**config.mk**
```make
export PLATFORM = sky130hd
export DESIGN_NAME = stream_mux_rr
export DESIGN_NICKNAME = d
export VERILOG_FILES = /design/src/rtl/stream_mux_rr.sv
export SDC_FILE = /design/constraint.sdc
export NUM_CORES = 1
export LEC_CHECK = 0
export CAP_MARGIN = 5
export CORE_MARGIN = 2
export CORE_UTILIZATION = 40
export DETAILED_ROUTE_END_ITERATION = 10
export HOLD_SLACK_MARGIN = 0.15
export PLACE_DENSITY = 0.9
export SLEW_MARGIN = 20
export SYNTH_ARGS = -nofsm -noshare
export SYNTH_HDL_FRONTEND = slang
export SYNTH_SLANG_ARGS = --single-unit
```
**constraint.sdc**
```tcl
create_clock -name CLK -period 5.4 [get_ports CLK]
set_clock_uncertainty 0.15 [all_clocks]
set_input_delay 0.54 -clock CLK [delete_from_list [all_inputs] [get_ports CLK]]
set_output_delay 0.54 -clock CLK [all_outputs]
set_load 0.02 [all_outputs]
```
**src/rtl/stream_mux_rr.sv**
```systemverilog
// stream_mux_rr
//   N-to-1 streaming multiplexer with valid/ready handshakes and a single
//   registered output stage. Grants one input per cycle, either from the
//   fixed select S (MODE=0) or by round-robin starting at pointer P (MODE=1).
//
// Ports:
//   CLK      rising-edge clock
//   RESET_N  asynchronous active-low reset
//   D        packed channel data, channel i = D[(i+1)*WIDTH-1 : i*WIDTH]
//   V        per-channel valid
//   R        per-channel ready (combinational from V/S/MODE/YR and state)
//   MODE     0 = fixed select by S, 1 = round-robin
//   S        channel select, used only when MODE=0
//   Y        registered output data
//   YV       registered output valid
//   YR       output ready from consumer
//   YS       registered index of the channel that produced Y
module stream_mux_rr #(
    parameter int unsigned WIDTH    = 32,
    parameter int unsigned CHANNELS = 8,
    localparam int unsigned SEL_W   = $clog2(CHANNELS)
) (
    input  logic                      CLK,
    input  logic                      RESET_N,
    input  logic [CHANNELS*WIDTH-1:0] D,
    input  logic [CHANNELS-1:0]       V,
    output logic [CHANNELS-1:0]       R,
    input  logic                      MODE,
    input  logic [SEL_W-1:0]          S,
    output logic [WIDTH-1:0]          Y,
    output logic                      YV,
    input  logic                      YR,
    output logic [SEL_W-1:0]          YS
);

    logic [SEL_W-1:0] ptr;
    logic [SEL_W-1:0] ptr_nxt;
    logic             le;
    logic             fx_valid;
    logic             rr_valid;
    logic [SEL_W-1:0] rr_idx;
    logic             gnt_valid;
    logic [SEL_W-1:0] gnt;
    logic [WIDTH-1:0] gnt_data;
    logic             xfer;

    // Output register may take a new word when empty or being drained.
    assign le = !YV || YR;

    // Fixed select: compare S against every real channel so an out-of-range
    // S (possible when CHANNELS is not a power of two) never grants.
    always_comb begin
        fx_valid = 1'b0;
        for (int unsigned i = 0; i < CHANNELS; i++) begin
            if (S == SEL_W'(i) && V[i]) begin
                fx_valid = 1'b1;
            end
        end
    end

    // Round-robin search P, P+1, ..., wrapping by subtraction rather than
    // masking so non-power-of-two channel counts wrap correctly.
    always_comb begin
        int unsigned c;
        rr_valid = 1'b0;
        rr_idx   = '0;
        c        = 0;
        for (int unsigned k = 0; k < CHANNELS; k++) begin
            c = 32'(ptr) + k;
            if (c >= CHANNELS) begin
                c = c - CHANNELS;
            end
            if (!rr_valid && V[c[SEL_W-1:0]]) begin
                rr_valid = 1'b1;
                rr_idx   = c[SEL_W-1:0];
            end
        end
    end

    assign gnt_valid = MODE ? rr_valid : fx_valid;
    assign gnt       = MODE ? rr_idx   : S;
    assign xfer      = gnt_valid && le;

    always_comb begin
        R = '0;
        for (int unsigned i = 0; i < CHANNELS; i++) begin
            if (gnt_valid && gnt == SEL_W'(i)) begin
                R[i] = le;
            end
        end
    end

    always_comb begin
        gnt_data = '0;
        for (int unsigned i = 0; i < CHANNELS; i++) begin
            if (gnt == SEL_W'(i)) begin
                gnt_data = D[i*WIDTH +: WIDTH];
            end
        end
    end

    assign ptr_nxt = (32'(gnt) == CHANNELS - 1) ? '0 : gnt + SEL_W'(1);

    always_ff @(posedge CLK or negedge RESET_N) begin
        if (!RESET_N) begin
            Y   <= '0;
            YV  <= 1'b0;
            YS  <= '0;
            ptr <= '0;
        end else if (le) begin
            if (xfer) begin
                Y  <= gnt_data;
                YS <= gnt;
                YV <= 1'b1;
                if (MODE) begin
                    ptr <= ptr_nxt;
                end
            end else begin
                YV <= 1'b0;
            end
        end
    end

endmodule
```
* Word-level counts from Yosys, hierarchy flattened
Index checks and enable logic that the tools add are counted.
Cells by class: multipliers 0, div/mod/pow operators 0, add/sub/neg operators 16, bitwise operators 0, reductions and logical operators 37, multiplexer cells 68, order comparisons 16, shift-type cells 0, eq/ne operators 14
Operator list (number):
- two-way mux 32 bit | 8
- two-way mux 3 bit | 18
- two-way mux 1 bit | 34
- less-than comparator 3 x 4 -> 1 bit (second input constant) | 8
- >= comparator 4 bit (second input constant) | 7
- binary-select mux 1 bit (select 3 bit) | 8
- equality test 3 bit (second input constant) | 8
- logical AND 1 bit | 24
- subtractor 3 x 1 -> 3 bit (second input constant) | 8
- adder 3 x 3 -> 4 bit (second input constant) | 4
- equality test 3 x 2 -> 1 bit (second input constant) | 4
- adder 3 x 2 -> 4 bit (second input constant) | 2
- logical NOT 1 bit | 8
- equality test 3 x 1 -> 1 bit (second input constant) | 2
- logical NOT 3 bit | 2
- adder 3 x 1 -> 4 bit (second input constant) | 1
- >= comparator 3 x 4 -> 1 bit (second input constant) | 1
- adder 3 x 1 -> 3 bit (second input constant) | 1
- AND reduction 3 bit | 1
- AND reduction 2 bit | 1
- logical OR 1 bit | 1
Storage, ports and cells: word-level logic and storage cells 155, memories 0, bits in latches 0, bits of input ports 271, RAM bits 0, bits in read-only memories 0, register bits after elaboration 39

* Longest topological paths before layout
Gate-level depths: netlist of run 1.
depth in word-level cells 36, mapped depth 25, mapped depth without buffers 19

* Worst setup path before layout of run 1
OpenSTA, ideal clock, no wires.
kind reg2out, from register ptr[0], to output port R[1], slack 0.319 ns, data required time 4.710 ns, arrival 4.391 ns, stages on the path, launching flop included 20, cell sequence dfrtp_1 buf_6 buf_2 inv_1 ha_1 buf_2 buf_4 mux4_2 mux2_2 nor2_4 nand3b_1 o311ai_0 o311a_1 a21oi_1 inv_1 ha_1 clkbuf_1 clkbuf_1 clkbuf_1 and3_1
Between the ends: cells in the longest elaborated chain, start to end 30, elaborated cells between the ends (all ways) 82, those cells by class 15 x add/sub; 8 x order compare; 1 x eq/ne; 43 x mux; 15 x reduce/logical
RTL lines:
- start, declared | RTL line 36 | logic [SEL_W-1:0] ptr;
- start signal, assigned | RTL line 116 | ptr <= ptr_nxt;
- parallel branches: the longest is 25 deep, another holds adder 3 x 1 -> 4 bit
- two-way mux 3 bit (*) | RTL line 73 | if (!rr_valid && V[c[SEL_W-1:0]]) begin
- two-way mux 3 bit (*) | RTL line 81 | assign gnt = MODE ? rr_idx : S;
- named net gnt[0] | RTL line 43 | logic [SEL_W-1:0] gnt;
- equality test 3 x 1 -> 1 bit (*) | RTL line 87 | if (gnt_valid && gnt == SEL_W'(i)) begin
- logical AND 1 bit (*) | RTL line 87
- two-way mux 1 bit (*) | RTL line 87
- end, declared | RTL line 27 | output logic [CHANNELS-1:0] R,
Mark *: on every way through the listed nets, which the timed path passes. The select of a mux whose other input is x is not followed.

* Worst setup path in the final report of run 1
from register ptr[1], to output port R[6]
Between the ends: cells in the longest elaborated chain, start to end 30, elaborated cells between the ends (all ways) 82, those cells by class 15 x add/sub; 8 x order compare; 1 x eq/ne; 43 x mux; 15 x reduce/logical
RTL lines (RTL line):
- parallel branches: the longest is 28 deep, another holds adder 3 x 1 -> 4 bit
- logical AND 1 bit (*) | 87
- two-way mux 1 bit (*) | 87
Every way passes the cells marked *. The select of a mux whose other input is x is not followed.

==> results of run 1 <==
[worst max-delay path: stages (launching register included)]
cell	delay [ns]
dfrtp_1	0.38
inv_1	0.18
ha_1	0.34
buf_4	0.22
mux2i_1	0.17
mux4_2	0.52
a32o_1	0.26
nand3b_1	0.20
a21oi_1	0.08
o311a_1	0.36
a21oi_1	0.17
buf_4	0.17
ha_4	0.30
and3_1	0.22
clkdlybuf4s50_1	0.60
[where the power goes]
| group | internal (mW) | switching [mW] |
|---|---|---|
| Combinational | 1.77 | 2.46 |
| Sequential | 0.442 | 0.105 |
| Clock | 0.197 | 0.130 |
[cells in the mapped netlist, types with 8 or more instances]
cell type | number | share of area (%)
nor3b_1 | 26 | 3.4
a31o_2 | 21 | 3.2
o41ai_2 | 22 | 6.3
a31oi_1 | 10 | 1.1
dfrtp_1 | 39 | 17
mux2_2 | 8 | 1.6
nand3b_1 | 9 | 1.2
nand2_1 | 135 | 8.9
buf_2 | 10 | 0.87
mux2i_1 | 17 | 3.0
nand2b_1 | 36 | 3.9
buf_1 | 11 | 0.72
ha_1 | 8 | 1.7
a21oi_1 | 110 | 9.6
nor2_1 | 131 | 8.6
mux4_2 | 13 | 5.1
o21ai_0 | 72 | 6.3
clkbuf_1 | 56 | 3.7
a211oi_1 | 26 | 3.4
[area by class of cell]
| type | instances | area (um^2) | area share [%] |
|---|---|---|---|
| Clock buffer | 8 | 156 | 1.69 |
| Inverter | 7 | 26.3 | 0.284 |
| Multi-Input combinational cell | 707 | 4430 | 47.9 |
| Sequential cell | 39 | 976 | 10.6 |
| Tap cell | 180 | 225 | 2.44 |
| Timing Repair Buffer | 347 | 3430 | 37.1 |
[worst min-delay path by stage]
stage / to / cells past startpoint
global route: YS[2] / 2
detailed placement: YS[2] / 2
floorplan: YS[0] / 0
global placement: YS[0] / 2
finish: YS[2] / 2
CTS: Y[19] / 1
[timing repair]
item | in CTS | in global routing
hold endpoints to repair | 0 | 1
resized for setup | 0 | 2
endpoints found under the setup margin | 0 | 3
hold buffers | 0 | 1
[metal layers]
| metal | vias up | track usage, % | part of all wire (%) |
|---|---|---|---|
| li1 | 3528 | - | - |
| met1 | 3343 | 35.3 | 37 |
| met2 | 416 | 53.4 | 48 |
| met3 | 72 | 7.33 | 11 |
| met4 | 0 | 14.0 | 4.5 |
| met5 | - | 0 | 0 |
[sequential cells by signal (all words and copies together) (netlist names)]
| signal | count |
|---|---|
| YV | 1 |
| ptr | 3 |
| YS | 3 |
| Y | 32 |
[cell families (layout without fill, tap and decap cells)]
| group | count (synthesis) | count (layout) | share of synthesized area [%] |
|---|---|---|---|
| mux | 39 | 39 | 9.93 |
| compound gates | 289 | 289 | 34.7 |
| flops | 39 | 39 | 17.1 |
| simple gates | 369 | 369 | 29.6 |
| xor+xnor | 2 | 2 | 0.306 |
| buf+inv | 89 | 362 | 6.65 |
| fa+ha+maj | 8 | 8 | 1.75 |
[per-stage QoR]
stage / hold WS [ns] / instance area [um^2]
finish: 0.351 / 9240
global route: 0.381 / 9240
CTS: 0.331 / 9220
detailed placement: 0.338 / 9060
global placement: 0.329 / 9060
floorplan: 0.0944 / 5720
==> flow_metrics.env, run 1 <==
export IMPL_status="finished, final reports clean"
export IMPL_ys_seq_area_share_pct=17.1
export IMPL_drv_cap=0
export IMPL_grt_usage_pct=30.6
export IMPL_p_leak_nw=3.51
export IMPL_async_flop_share_pct=100
export IMPL_synthesis_instances=835
export IMPL_tns_ns=0
export IMPL_min_period_ns=5.16
export IMPL_wirelength_um=24300
export IMPL_vias_per_cell=5.71
export IMPL_slew_viol_final=0
export IMPL_path_max_fanout=19
export IMPL_num_vias=7359
export IMPL_synth_yosys_warnings=0
export IMPL_dp_slack_ns=0.359
export IMPL_cp_start_kind="flip-flop"
export IMPL_nFillCells=1230
export IMPL_grt_max_degree=87
export IMPL_firstDrtPassIters=8
export IMPL_diodes=0
export IMPL_tightest_slew_ns=0.707
export IMPL_layout_setup_ws_ns=0.240
export IMPL_avgSynthCellArea_um2=6.85
export IMPL_cts_buffers_inserted=5
export IMPL_antenna_found_initial=0
export IMPL_synth_edf_count=0
export IMPL_grt_ovfl_total=0
export IMPL_rsz0062_at_grt="false"
export IMPL_yosysUniqueCellTypes=58
export IMPL_drc=0
export IMPL_critPathKind="flip-flop to output port"
export IMPL_cts_max_path_buffers=2
export IMPL_cts_tree="done"
export IMPL_initial_core_util_pct=41.1
export IMPL_routedWlPerCell_um=18.9
export IMPL_die_x_um=124
export IMPL_final_cell_mix="313 x clkdlybuf4s50_1, 135 x nand2_1, 131 x nor2_1"
export IMPL_h_tree_depth=2
export IMPL_relSlewSlack_pct=52.5
export IMPL_num_rows=43
export IMPL_rr_endpoint="Y[19]"
export IMPL_num_io_pins=315
export IMPL_post_cts_buffers=0
export IMPL_final_nets=1386
export IMPL_drive_above_1_share_pct=11.3
export IMPL_fmax_mhz=194
export IMPL_dp_hpwl_um=18700
export IMPL_worstSetupEndpointType="output port"
export IMPL_crit_required_ns=4.71
export IMPL_drt_iter0_drc=568
export IMPL_worstSkewPairLatency_ns=0.28
export IMPL_total_power_mw=5.10
export IMPL_reg2reg_from="ptr[1]"
export IMPL_hp_class="flip-flop to flip-flop"
export IMPL_arrival_ns=4.47
export IMPL_grt_pass1_vias=7160
export IMPL_ys_ff_latch=39
export IMPL_syn_num_nets=1114
export IMPL_cts_root_buf="clkbuf_16"
export IMPL_die_h_um=124
export IMPL_clock_sinks=39
export IMPL_fin_crit_sh_pct=95.6
export IMPL_place_congestion=0.939
export IMPL_ant_nets=0
export IMPL_cp_endpoint="R[6]"
export IMPL_ys_flop_type="dfrtp_1"
export IMPL_finalSetupViolCount=0
export IMPL_peakVddDrop_mv=0.287
export IMPL_reg2regPathDepth=20
export IMPL_core_area_um2=13900
export IMPL_instances_no_fill=1288
export IMPL_port_buffers=314
export IMPL_utilization_pct=66.3
export IMPL_grt_pass1_wl_um=36400
export IMPL_place_inst=1279
export IMPL_synth_area_um2=5720
export IMPL_crit_start="ptr[1]"
export IMPL_syn2layout_area_growth_pct=61.5
export IMPL_r2r_setup_slack_ns=0.30
export IMPL_dieArea_um2=15300
export IMPL_min_delay_start="YS[2]"
export IMPL_hold_violations=0
export IMPL_clk_pin_slew_ns=0.06
export IMPL_final_common_cell="clkdlybuf4s50_1"
export IMPL_power_density_nw_per_um2=552
No activity file was read; power rests on OpenSTA's default activity.
==> run 2: changes to the inputs <==
Settings changed: CORE_AREA set to 2 2 124 126, CORE_MARGIN 2 to not set, CORE_UTILIZATION 40 to not set, DIE_AREA set to 0 0 126 128, DONT_BUFFER_PORTS set to 1, PLACE_DENSITY 0.9 to 0.6.
==> flow_metrics.env, run 2 (synthesis results as in run 1) <==
export IMPL_cp_start_kind="flip-flop"
export IMPL_drt_iter0_drc=418
export IMPL_path_common_cell="inv_1"
export IMPL_grt_ovfl_total=0
export IMPL_final_cell_mix="135 x nand2_1, 131 x nor2_1, 110 x a21oi_1"
export IMPL_final_nets=1070
export IMPL_initial_core_util_pct=38.5
export IMPL_path_max_fanout=57
export IMPL_slowest_delay_ns=0.56
export IMPL_dp_hpwl_um=16700
export IMPL_reg_top3="Y (32), YS (3), ptr (3)"
export IMPL_total_power_mw=4.55
export IMPL_dp_slack_ns=0.358
export IMPL_h_tree_depth=2
export IMPL_status="finished, final reports clean"
export IMPL_power_density_nw_per_um2=745
export IMPL_grt_pass1_wl_um=32400
export IMPL_instances_no_fill=978
export IMPL_largest_reg_flops=32
export IMPL_grt_max_degree=58
export IMPL_grt_usage_pct=25.6
export IMPL_p_leak_nw=2.27
export IMPL_die_h_um=128
export IMPL_nFillCells=1587
export IMPL_cts_max_path_buffers=2
export IMPL_place_inst=970
export IMPL_post_cts_buffers=0
export IMPL_num_rows=45
export IMPL_diodes=0
export IMPL_arrival_ns=4.38
export IMPL_ant_nets=0
export IMPL_cpMaxStageDelayCell="ha_2"
export IMPL_die_x_um=126
export IMPL_clock_sinks=39
export IMPL_tns_ns=0
export IMPL_drc=0
export IMPL_worstSkewPairLatency_ns=0.30
export IMPL_peakVddDrop_mv=0.313
export IMPL_drv_cap=0
export IMPL_path_cells="inv_1 -> ha_2 -> mux2_2 -> a221oi_2 -> a32o_1 -> nand3b_1 -> o311ai_0 -> o311a_1 -> a21oi_1 -> inv_1 -> ha_4 -> buf_12 -> and3_1"
export IMPL_critPathKind="flip-flop to output port"
export IMPL_fin_crit_sh_pct=93.9
export IMPL_cts_buffers_inserted=5
export IMPL_final_common_cell="nand2_1"
export IMPL_layout_setup_ws_ns=0.329
export IMPL_tightest_slew_ns=0.995
export IMPL_relSlewSlack_pct=33.5
export IMPL_num_vias=6022
export IMPL_num_io_pins=315
export IMPL_core_area_um2=14900
export IMPL_clk_pin_slew_ns=0.06
export IMPL_firstDrtPassIters=6
export IMPL_port_buffers=0
export IMPL_routedWlPerCell_um=22.5
export IMPL_multi_input_area_um2=4420
export IMPL_wirelength_um=22000
export IMPL_fmax_mhz=197
export IMPL_hp_class="input pin to flip-flop"
export IMPL_hold_violations=0
export IMPL_slew_viol_final=0
export IMPL_whs_ns=0.313
export IMPL_cts_tree="done"
export IMPL_dieArea_um2=16100
export IMPL_vias_per_cell=6.16
export IMPL_drive_above_1_share_pct=15.2
export IMPL_regMostFlops="Y"
export IMPL_syn2layout_area_growth_pct=6.73
export IMPL_rsz0062_at_grt="false"
export IMPL_min_period_ns=5.07
export IMPL_crit_required_ns=4.71
export IMPL_cts_root_buf="clkbuf_16"
export IMPL_grt_pass1_vias=5536
export IMPL_worstSetupEndpointType="output port"
export IMPL_seq_area_um2=976
export IMPL_antenna_found_initial=0
export IMPL_finalSetupViolCount=0
export IMPL_place_congestion=0.943
-- run 2: cell types whose count changed in the layout (fill, tap and decap cells not counted), sizes merged --
cell and delta:
clkdlybuf4s50 -313, buf -3, clkinvlp +1, clkbuf -3
-- run 2: stage by stage --
step / area (um^2) / util (%)
2_1_floorplan: 5720 / -
3_3_place_gp: 5940 / 39.9
3_5_place_dp: 5940 / 39.9
4_1_cts: 6110 / 41.1
5_1_grt: 6110 / 41.1
6_report: 6110 / 41.1
-- run 2: power breakdown --
| part | internal, mW | total, mW | switching (mW) |
|---|---|---|---|
| registers | 0.440 | 0.760 | 0.320 |
| logic | 1.37 | 3.49 | 2.12 |
| clock network | 0.167 | 0.302 | 0.135 |
-- run 2: critical path, delay by kind of cell, from the launching register on --
family          cells  cell delay (ns)
mux                 1             0.42
simple gates        2             0.51
buf+inv             3             0.52
flops               1             0.34
compound gates      5             1.31
fa+ha+maj           2             0.97
-- run 2: final cells by class --
| type | instances | area share, % |
|---|---|---|
| clock buffers | 5 | 2.05 |
| well taps | 188 | 3.85 |
| inverters | 7 | 0.430 |
| repair buffers | 31 | 5.20 |
| clock inverters | 1 | 0.123 |
| multi-input cells | 707 | 72.4 |
| flip-flops and latches | 39 | 16.0 |
-- run 2: routing by layer --
| metal | part of all wire (%) | vias up | global-route usage, % |
|---|---|---|---|
| li1 | - | 2901 | - |
| met5 | 0 | - | 0 |
| met2 | 50 | 324 | 44.1 |
| met4 | 1.7 | 0 | 6.14 |
| met1 | 40 | 2775 | 32.4 |
| met3 | 8.9 | 22 | 6.18 |
-- run 2: worst paths after layout --
check / from / to / slack [ns] / cells past startpoint
min in group asynchronous: RESET_N / Y[11] / 0.58 / 2
hold / removal: D[113] / Y[17] / 0.31 / 2
setup / recovery: ptr[1] / R[5] / 0.33 / 13
setup reg to reg: ptr[1] / Y[9] / 0.47 / 15
hold reg to reg: YS[2] / YS[2] / 0.49 / 2
max in group asynchronous: RESET_N / Y[18] / 4.28 / 2
-- run 2: what timing repair did --
action | 4_1_cts | 5_1_grt
hold buffers | 2 | 0
gates resized for setup | 0 | 1
endpoints found under the hold margin | 39 | 0
endpoints found under the setup margin | 0 | 10
